`src/rtl/fixed_adder_arbiter_if.sv`:
```
// Request/response bundle between NREQ adder clients and the shared adder pipeline.
// master = clients/consumer side, slave = arbiter.
interface fixed_adder_arbiter_if #(
  parameter int NUMWIDTH = 16,
  parameter int NREQ     = 4,
  parameter int IDW      = 2
);
  logic [NREQ-1:0]              req_valid;
  logic [NREQ-1:0]              req_ready;
  logic [NREQ*(NUMWIDTH+1)-1:0] req_a;
  logic [NREQ*(NUMWIDTH+1)-1:0] req_b;
  logic [NREQ-1:0]              req_sub;
  logic                         rsp_valid;
  logic                         rsp_ready;
  logic [IDW-1:0]               rsp_id;
  logic [NUMWIDTH:0]            rsp_sum;
  logic                         rsp_ovf;
  logic                         busy;

  modport master (
    output req_valid, req_a, req_b, req_sub, rsp_ready,
    input  req_ready, rsp_valid, rsp_id, rsp_sum, rsp_ovf, busy
  );

  modport slave (
    input  req_valid, req_a, req_b, req_sub, rsp_ready,
    output req_ready, rsp_valid, rsp_id, rsp_sum, rsp_ovf, busy
  );
endinterface

```
`src/rtl/fixed_adder_arbiter.sv`:
```
// Round-robin share of one sign-magnitude adder; result valid 2 edges after grant, 1 op/cycle.
// A stalled response holds RSP and S1 stable; req_ready is all-zero while S1 cannot accept.
module fixed_adder_arbiter #(
  parameter int NUMWIDTH = 16,
  parameter int NREQ     = 4,
  parameter int IDW      = 2
) (
  input logic                  clk,
  input logic                  rst_n,
  fixed_adder_arbiter_if.slave bus
);
  localparam int W = NUMWIDTH + 1;

  typedef struct packed {
    logic [W-1:0]   a;
    logic [W-1:0]   b;
    logic           sub;
    logic [IDW-1:0] id;
  } op_t;

  op_t               s1_op;
  op_t               grant_op;
  logic              s1_v;
  logic [IDW-1:0]    rr_ptr;
  logic [IDW-1:0]    grant_id;
  logic [IDW-1:0]    next_ptr;
  logic              grant_vld;
  logic              s1_free;
  logic              adv2;
  logic              hs;
  logic [2*NREQ-1:0] rot;
  int                gsel;

  logic                sa, sb, eff_add, sgn, ovf;
  logic [NUMWIDTH-1:0] ma, mb, mag;
  logic [NUMWIDTH:0]   wide;
  logic [W-1:0]        sum;

  assign adv2    = s1_v & (~bus.rsp_valid | bus.rsp_ready);
  assign s1_free = ~s1_v | adv2;
  assign hs      = s1_free & grant_vld;

  // Rotating the doubled request vector by rr_ptr puts the search origin at bit 0.
  always_comb begin
    rot       = {bus.req_valid, bus.req_valid} >> rr_ptr;
    grant_vld = 1'b0;
    gsel      = 0;
    for (int k = NREQ - 1; k >= 0; k--) begin
      if (rot[k]) begin
        grant_vld = 1'b1;
        gsel      = int'(rr_ptr) + k;
      end
    end
    if (gsel >= NREQ) gsel = gsel - NREQ;
    grant_id = IDW'(gsel);
    next_ptr = (grant_id == IDW'(NREQ - 1)) ? '0 : grant_id + 1'b1;
  end

  always_comb begin
    grant_op = '0;
    for (int i = 0; i < NREQ; i++) begin
      if (grant_id == IDW'(i)) begin
        grant_op.a   = bus.req_a[i*W +: W];
        grant_op.b   = bus.req_b[i*W +: W];
        grant_op.sub = bus.req_sub[i];
      end
    end
    grant_op.id = grant_id;
  end

  always_comb begin
    bus.req_ready = '0;
    if (hs) bus.req_ready[grant_id] = 1'b1;
  end

  // Sign-magnitude add/sub from the S1 registers.
  always_comb begin
    sa      = s1_op.a[NUMWIDTH];
    sb      = s1_op.b[NUMWIDTH];
    ma      = s1_op.a[NUMWIDTH-1:0];
    mb      = s1_op.b[NUMWIDTH-1:0];
    eff_add = s1_op.sub ? (sa != sb) : (sa == sb);
    wide    = {1'b0, ma} + {1'b0, mb};
    ovf     = 1'b0;
    sgn     = sa;
    mag     = '0;
    if (eff_add) begin
      mag = wide[NUMWIDTH-1:0];
      ovf = wide[NUMWIDTH];
    end else if (ma > mb) begin
      mag = ma - mb;
    end else if (mb > ma) begin
      mag = mb - ma;
      sgn = s1_op.sub ? ~sa : sb;
    end
    if (mag == '0) sgn = 1'b0;
    sum = {sgn, mag};
  end

  always_ff @(posedge clk) begin
    if (!rst_n) begin
      s1_v          <= 1'b0;
      s1_op         <= '0;
      rr_ptr        <= '0;
      bus.rsp_valid <= 1'b0;
      bus.rsp_id    <= '0;
      bus.rsp_sum   <= '0;
      bus.rsp_ovf   <= 1'b0;
    end else begin
      if (adv2) begin
        bus.rsp_valid <= 1'b1;
        bus.rsp_id    <= s1_op.id;
        bus.rsp_sum   <= sum;
        bus.rsp_ovf   <= ovf;
      end else if (bus.rsp_ready) begin
        bus.rsp_valid <= 1'b0;
      end
      if (s1_free) s1_v <= hs;
      if (hs) begin
        s1_op  <= grant_op;
        rr_ptr <= next_ptr;
      end
    end
  end

  assign bus.busy = s1_v | bus.rsp_valid;
endmodule

```
`src/flat_wrapper.sv`:
```
// flat-port wrapper written by rule: the top's interface ports become plain ports
module fixed_adder_arbiter_flat 
#(
  parameter int NUMWIDTH = 16,
  parameter int NREQ     = 4,
  parameter int IDW      = 2
)
  (clk, rst_n, bus_req_valid, bus_req_a, bus_req_b, bus_req_sub, bus_rsp_ready, bus_req_ready, bus_rsp_valid, bus_rsp_id, bus_rsp_sum, bus_rsp_ovf, bus_busy);
  fixed_adder_arbiter_if #(.NUMWIDTH(NUMWIDTH), .NREQ(NREQ), .IDW(IDW)) bus_i ();
  input logic clk;
  input logic rst_n;
  input wire logic [$bits(bus_i.req_valid)-1:0] bus_req_valid;
  input wire logic [$bits(bus_i.req_a)-1:0] bus_req_a;
  input wire logic [$bits(bus_i.req_b)-1:0] bus_req_b;
  input wire logic [$bits(bus_i.req_sub)-1:0] bus_req_sub;
  input wire logic [$bits(bus_i.rsp_ready)-1:0] bus_rsp_ready;
  output wire logic [$bits(bus_i.req_ready)-1:0] bus_req_ready;
  output wire logic [$bits(bus_i.rsp_valid)-1:0] bus_rsp_valid;
  output wire logic [$bits(bus_i.rsp_id)-1:0] bus_rsp_id;
  output wire logic [$bits(bus_i.rsp_sum)-1:0] bus_rsp_sum;
  output wire logic [$bits(bus_i.rsp_ovf)-1:0] bus_rsp_ovf;
  output wire logic [$bits(bus_i.busy)-1:0] bus_busy;
  assign bus_i.req_valid = bus_req_valid;
  assign bus_i.req_a = bus_req_a;
  assign bus_i.req_b = bus_req_b;
  assign bus_i.req_sub = bus_req_sub;
  assign bus_i.rsp_ready = bus_rsp_ready;
  assign bus_req_ready = bus_i.req_ready;
  assign bus_rsp_valid = bus_i.rsp_valid;
  assign bus_rsp_id = bus_i.rsp_id;
  assign bus_rsp_sum = bus_i.rsp_sum;
  assign bus_rsp_ovf = bus_i.rsp_ovf;
  assign bus_busy = bus_i.busy;
  fixed_adder_arbiter #(.NUMWIDTH(NUMWIDTH), .NREQ(NREQ), .IDW(IDW)) u_core (.clk(clk), .rst_n(rst_n), .bus(bus_i));
endmodule
```
`config.mk`:
```
export PLATFORM = sky130hd
export DESIGN_NAME = fixed_adder_arbiter_flat
export DESIGN_NICKNAME = d
export VERILOG_FILES = /design/src/rtl/fixed_adder_arbiter_if.sv /design/src/rtl/fixed_adder_arbiter.sv /design/src/flat_wrapper.sv
export SDC_FILE = /design/constraint.sdc
export NUM_CORES = 1
export LEC_CHECK = 0
export ABC_AREA = 1
export CORE_MARGIN = 4
export CORE_UTILIZATION = 51
export DETAILED_ROUTE_END_ITERATION = 10
export GPL_TIMING_DRIVEN = 0
export HOLD_SLACK_MARGIN = 0.03
export PLACE_DENSITY = 0.83
export SYNTH_ARGS = -nofsm -noshare
export SYNTH_HDL_FRONTEND = slang
export SYNTH_SLANG_ARGS = --single-unit
```
`constraint.sdc`:
```
create_clock -name clk -period 3.32 [get_ports clk]
set_input_delay 0.664 -clock clk [delete_from_list [all_inputs] [get_ports clk]]
set_output_delay 0.664 -clock clk [all_outputs]
set_load 0.02 [all_outputs]
```
==> key figures, run 1 <==
Detailed routing
  – 1st-iter DRT viols: between 600 and 700
  – Final routed DRC violation total: 0
  – 1st-pass router iterations: 6
  – Vias per Instance: 5.415
  – WL final: roughly 25 mm
  – Post-route ant nets: 0
  – Drt wl/cell: between 15 and 20 um
  – Vias: slightly above 8000

STA
  – Max-slew violations: 0
  – Skew final: around 0.014 ns
  – Post-route minimum period: between 3 and 4 ns
  – Final hold viol count: 0
  – Worst setup margin: -0.05514 ns
  – Fmax: 0.2963 GHz
  – Setup violations, final: 3
  – Setup_tns: -0.1004 ns
  – Final Cycle Share: 101.7%
  – Slew @ Worst Pin: 0.5587 ns
  – Slew HR: 62.75%

Finish
  – Area Overhead vs Synth: 37.48%
  – Post-layout net count: 1516
  – Final-layout fill cell count: approximately 1100
  – Final std cells w/o fill: around 1500
  – Reg area: between 0.001 and 0.0015 mm^2
  – Footprint of the multi-input gates: ~0.0046 mm^2
  – Layout cells sized above 1: 10.16%

Global routing
  – Antenna violations before repair: 2
  – Gr usage total: around a third
  – Met1 usage: a little under two fifths
  – Layer carrying the most global-route usage: met2
  – Largest net degree at the start of global routing: 12
  – Met3 Resource Use GR: between 5 and 6%
  – Grt total ovfl: 0
  – GR Util met2: between 50% and 60%
  – Vias in the first global route: 7589
  – First-pass GRT wire length: 37.87 mm

Placed design
  – HPWL Detailed: about 20 mm
  – Worst slack at placement: -1.629 ns
  – GPL Wtd Cong: roughly 0.97
  – PortBufs: 172
  – Placed cell count: ~1500

Synthesis
  – Warnings, synthesis: 0
  – Number of synthesized register bits: 61
  – Syn_area_per_cell: slightly below 6 um^2
  – Post-Syn Area: 0.006644 mm^2
  – Sequential fraction of the synthesis area: a little under a fifth
  – Syn Inst Count: 1121
  – Post-synthesis cell type count: 36
  – Syn Nets: about 1300

Worst setup path
  – Worst path cell trace: dlygate4sd2_1 -> o21ai_2 -> nor2_1 -> or2_2 -> a31oi_1 -> nor2_2 -> inv_2 -> ha_4 -> clkbuf_8 -> inv_1 -> nor2_2 -> buf_6
  – Endpoint class of the critical path: output port
  – Worst EP required: about 2.7 ns
  – Startpoint types: input port
  – Crit path DAT: 2.71 ns
  – CP Launch Point: bus_req_valid[2]
  – Critical path peak fanout: 4
  – Slowest cell delay on critical path: 0.32 ns
  – Worst setup path class: input port to output port
  – Most frequent cell on the critical path: nor2_2
  – Slowest cell on crit path: or2_2
  – Reg2reg start: u_core.rr_ptr[0]

Pwr
  – Pwr dens: approximately 1200 mW/mm^2
  – Max VDD drop: approximately 0.00076 V
  – Leakage power: approximately 4.4 nW

Clock network
  – Worst-path clk slew: around 0.050 ns
  – Clk sink count: 61
  – Clk root buf: clkbuf_16
  – CTS Hold Buffers Added: 0
  – CTS max path bufs: 2
  – Num CTS Buffers: 9
  – Clk Latency, worst-skew pair: 0.34 ns
  – CTS HTree Levels: 3
  – CTS tree: built

Die
  – # IOs: 173
  – # rows: 41
  – Die height: 122.1 um
  – Initial Util: a little over half
  – Core Box Area: roughly 0.013 mm^2
  – Die width: 122.1 um
  – Die area: 0.01492 mm^2

Hold path
  – HP Class: flip-flop to flip-flop
  – Min-delay src: u_core.bus.rsp_ovf

Status
  – Violated checks: negative setup slack
  – Status: finished with violations

Run
  – Max cap viols: 0
==> report_power, final <==
part	internal (mW)	total, mW	switching [mW]
sequential	0.986	1.23	0.245
clock	0.602	0.957	0.354
combinational	3.14	8.51	5.38
total	4.73	10.7	5.98
==> flip-flops by register name, indices dropped and copies added, names as in the netlist <==
register / flops
u_core.s1_v: 1
u_core.s1_op: 5
u_core.bus.rsp_valid: 1
u_core.rr_ptr: 2
u_core.bus.rsp_ovf: 1
u_core.mb: 16
u_core.ma: 16
u_core.bus.rsp_sum: 17
u_core.bus.rsp_id: 2
==> layer usage <==
layer | vias to the layer above | wire, um | share of wire (%)
li1 | 3977 | - | -
met1 | 3578 | 9811 | 39
met2 | 422 | 12250 | 48
met3 | 107 | 1969 | 7.8
met4 | 0 | 1370 | 5.4
met5 | - | 0 | 0
==> critical path: cells and delay by family <==
kind,cells,cell delay (ns)
AND/OR/NAND/NOR,4,0.65
buffers and inverters,5,0.70
AO/OA/AOI/OAI,2,0.52
adder cells (fa/ha/maj),1,0.18
==> per-stage QoR <==
stage                     total power [mW]  hold WS [ns]  instance area (um^2)  util (%)
after floorplan                      6.859        0.4491                  6649         -
after global placement               9.018        0.4634                  8586     67.76
after detailed placement             9.112        0.4774                  8586     67.76
after CTS                            10.40        0.4884                  9074     71.61
after global routing                 11.51        0.5117                  9134     72.08
final                                10.70        0.4853                  9134     72.08
==> placed cells by master, fill, tap and decap left out, types with 6 or more instances in the layout <==
master,instances
nor2_1,104
nand2_2,15
buf_6,10
xor2_1,19
clkbuf_1,21
a221oi_1,15
buf_4,22
inv_1,159
a31oi_1,38
o21ai_0,32
nor2_4,6
a221o_1,20
nand3_1,44
buf_2,8
clkbuf_16,10
nand2_1,372
nand4_1,12
o211ai_1,22
dfxtp_1,60
ha_1,48
clkdlybuf4s50_1,164
inv_2,14
nor2_2,8
a21oi_2,8
a21oi_1,38
==> synthesized netlist by cell type (all sizes together) <==
cell type,n,share of area [%]
or2,5,0.47
nand2,392,23
a21oi,46,3.9
xor2,20,2.9
or3,1,0.094
o211ai,22,2.5
fa,3,0.90
o22ai,1,0.094
inv,173,9.8
nand3,44,3.3
a31oi,38,3.6
buf,24,2.7
a221o,20,3.0
a221oi,15,2.0
ha,52,9.8
o21ai,37,2.8
nor2,118,7.2
and2,1,0.094
clkbuf,28,1.6
clkinv,1,0.056
nor3,5,0.38
o21bai,2,0.23
dfxtp,61,18
nand4,12,1.1
==> final timing paths <==
| check | end | slack [ns] | cells after the start |
|---|---|---|---|
| worst max-delay path | bus_req_ready[1] | -0.06 | 12 |
| worst min-delay path | u_core.bus.rsp_ovf | 0.49 | 2 |
| worst min register to register | u_core.bus.rsp_ovf | 0.49 | 2 |
| worst max register to register | u_core.mb[1] | 0.08 | 15 |
==> kinds of logic (layout without fill, tap and decap cells) <==
kind of cell               after synthesis  after routing  share of synthesized area (%)
AOI/OAI and AO/OA                      181            181                          18.08
xor gates and xnor gates                20             20                          2.919
adders and majority gates               55             55                          10.70
buffers and inverters                  226            424                          14.09
DFF                                     61             61                          18.38
other                                    0              2                              0
and+or+nand+nor                        578            578                          35.84
==> layout make-up <==
cell class,instances,area share [%]
Timing Repair Buffer,184,19.75
Antenna cell,2,0.05479
Inverter,174,7.288
Clock inverter,5,0.6438
Clock buffer,11,2.658
Multi-Input combinational cell,834,50.32
Sequential cell,61,13.38
Tap cell,172,2.356
Buffer,50,3.548
==> repair_timing <==
action	CTS	global route
endpoints found under the setup margin	39	34
pin swaps	8	4
gates resized for setup	61	18
buffers inserted	10	2
Power figures use the tool's default switching activity.
==> run 2, diff against run 1 <==
Settings changed: CORE_UTILIZATION 51 to 52, CTS_BUF_LIST from default to sky130_fd_sc_hd__clkbuf_2, PLACE_DENSITY 0.83 to 0.85.
==> run 2 against run 1 <==
The run still ends with negative setup slack left; hold slack gained 0.0083 ns; routed wire length grew 1.9%; core utilization is essentially flat; combinational power grew 2%; sequential cell count is the same; critical path depth grew 3; critical endpoint is now bus_req_ready[3]; largest cell class unchanged; largest power group unchanged.
==> key figures, run 2 (synthesis results as in run 1) <==
Finish
  – Layout cells sized above 1: between 10% and 20%
  – Post-layout net count: roughly 1500
  – Highest-count cells in the layout ignoring fill and taps: nand2_1, clkdlybuf4s50_1, inv_1
  – Final Util: between 70% and 80%
  – Area Overhead vs Synth: 36.33%
  – Final-layout fill cell count: about 1200
  – Fin area: roughly 0.0091 mm^2
  – Largest register FFs: 17
  – Final std cells w/o fill: roughly 1500
  – Commonest non-fill, non-tap cell in the layout: nand2_1
  – Most flops, register: u_core.bus.rsp_sum

Placed design
  – GPL Wtd Cong: 1.025
  – Placed cell count: about 1500
  – HPWL Detailed: between 20 and 25 mm
  – PortBufs: approximately 170
  – Cell Area, Placed: 0.008586 mm^2

Pwr
  – Clock Power Share: under 10%
  – Switching Power: roughly 6.0 mW
  – Leakage power: roughly 4.4 nW
  – Sw Share: between 50 and 60%
  – Comb pwr share: 83.7%
  – Internal power: around 4.3 mW
  – Sequential fraction of design power: a little under an eighth
  – Pwr dens: about 1100 mW/mm^2
  – Max VDD drop: between 0.001 and 0.0015 V

Hold path
  – Min-delay src: u_core.bus.rsp_ovf
  – HP Class: flip-flop to flip-flop

Die
  – Die area: about 0.015 mm^2
  – # IOs: roughly 170
  – # rows: around 40
  – Core Box Area: 0.01257 mm^2
  – Die height: about 120 um
  – Initial Util: a little over half
  – Die width: ~120 um

Worst setup path
  – Critical path peak fanout: 8
  – Worst EP required: around 2.7 ns
  – Reg2reg start: u_core.rr_ptr[0]
  – Worst setup path class: flip-flop to output port
  – Crit path DAT: ~2.7 ns
  – Endpoint class of the critical path: output port
  – Startpoint types: flip-flop
  – CP Launch Point: u_core.rr_ptr[0]

Status
  – Violated checks: negative setup slack
  – Status: finished with violations

Global routing
  – Grt total ovfl: 0
  – First-pass GRT wire length: 38.65 mm
  – Vias in the first global route: between 7000 and 8000
  – Antenna violations before repair: 1
  – Largest net degree at the start of global routing: 19
  – Gr usage total: between 30% and 40%

STA
  – Final hold viol count: 0
  – Skew final: between 0.05 and 0.06 ns
  – Slew @ Worst Pin: approximately 0.61 ns
  – Unrepaired setup endpoints after global routing: true
  – Worst setup margin: -0.07768 ns
  – Fmax: 0.2943 GHz
  – Hold WS: approximately 0.5 ns
  – Max-slew violations: 0
  – Slew HR: 59.11%
  – Final Cycle Share: 102.3%
  – Setup_tns: -0.1286 ns
  – Setup violations, final: 4
  – Post-route minimum period: between 3 and 4 ns

Detailed routing
  – 1st-pass router iterations: 5
  – Post-route ant nets: 0
  – WL final: ~26 mm
  – Drt wl/cell: around 17 um
  – Vias: ~8300
  – Vias per Instance: around 5.5
  – 1st-iter DRT viols: roughly 750
  – Final routed DRC violation total: 0

Run
  – Max cap viols: 0

Clock network
  – Clk sink count: 61
  – CTS tree: built
  – Num CTS Buffers: 9
  – Worst-path clk slew: 0.20 ns
  – CTS HTree Levels: 3
  – Clk root buf: clkbuf_2
  – CTS max path bufs: 2
  – Clk Latency, worst-skew pair: 0.55 ns
run 2: cell count changes in the layout (fill, tap and decap cells not counted), moves of 2 or more:
cell / previous run / this run
buf_4: 22 / 32
clkinv_1: 0 / 3
nand2_2: 15 / 17
nand2_1: 372 / 369
o21ai_2: 4 / 1
inv_4: 0 / 2
clkbuf_16: 10 / 0
clkinvlp_4: 2 / 0
clkbuf_2: 4 / 12
o21ai_4: 0 / 3
run 2: timing repair:
| item | CTS | global route |
|---|---|---|
| hold buffers | 0 | 0 |
| resized for setup | 67 | 26 |
| setup endpoints to repair | 39 | 34 |
| pin swaps | 10 | 8 |
| setup buffers | 15 | 7 |
run 2: final cells by class:
type / instances / area [um^2] / share of cell area [%]
Clock inverter: 6 / 55.05 / 0.6078
Inverter: 174 / 670.6 / 7.404
Antenna cell: 2 / 5.005 / 0.05526
Clock buffer: 9 / 45.04 / 0.4973
Sequential cell: 61 / 1224 / 13.51
Timing Repair Buffer: 194 / 1883 / 20.79
Multi-Input combinational cell: 834 / 4658 / 51.43
Buffer: 49 / 301.5 / 3.329
Tap cell: 172 / 215.2 / 2.376
run 2: per-stage QoR:
| stage | setup WS [ns] | power (mW) |
|---|---|---|
| 3_3_place_gp | -1.574 | 9.018 |
| 4_1_cts | 0.01355 | 9.897 |
| 6_report | -0.07768 | 10.32 |
| 2_1_floorplan | 0.003233 | 6.859 |
| 3_5_place_dp | -1.659 | 9.126 |
| 5_1_grt | -0.1587 | 11.22 |
run 2: per-layer routing:
| layer | up-vias | track usage, % | wire length [um] |
|---|---|---|---|
| li1 | 3982 | - | - |
| met4 | 0 | 16.08 | 1577 |
| met5 | - | 0 | 0 |
| met1 | 3689 | 38.95 | 9694 |
| met3 | 129 | 5.175 | 2081 |
| met2 | 464 | 59.40 | 12520 |
run 2: worst paths after layout:
| kind | to | slack (ns) | cells after the start |
|---|---|---|---|
| max reg2reg | u_core.mb[3] | 0.04 | 15 |
| max | bus_req_ready[3] | -0.08 | 15 |
| min reg2reg | u_core.bus.rsp_ovf | 0.49 | 2 |
| min | u_core.bus.rsp_ovf | 0.49 | 2 |
run 2: critical path: stages (launching register included):
cell and delay, ns:
dfxtp_2 0.41, buf_6 0.16, nand2_4 0.06, o21ai_2 0.07, inv_1 0.09, nor2_4 0.12
a21oi_4 0.04, nand2_1 0.09, nand2_2 0.07, or3_4 0.37, nand2_8 0.10, ha_4 0.16
inv_4 0.04, nor2_4 0.16, buf_6 0.14, buf_6 0.11
run 2: power groups by stage:
stage / clock [mW] / combinational, mW / sequential [mW]
final: 0.444 / 8.64 / 1.24
after global routing: 0.474 / 9.48 / 1.27
after CTS: 0.442 / 8.24 / 1.22
after detailed placement: 0 / 7.90 / 1.23
after global placement: 0 / 7.80 / 1.22
after floorplan: 0 / 5.61 / 1.24
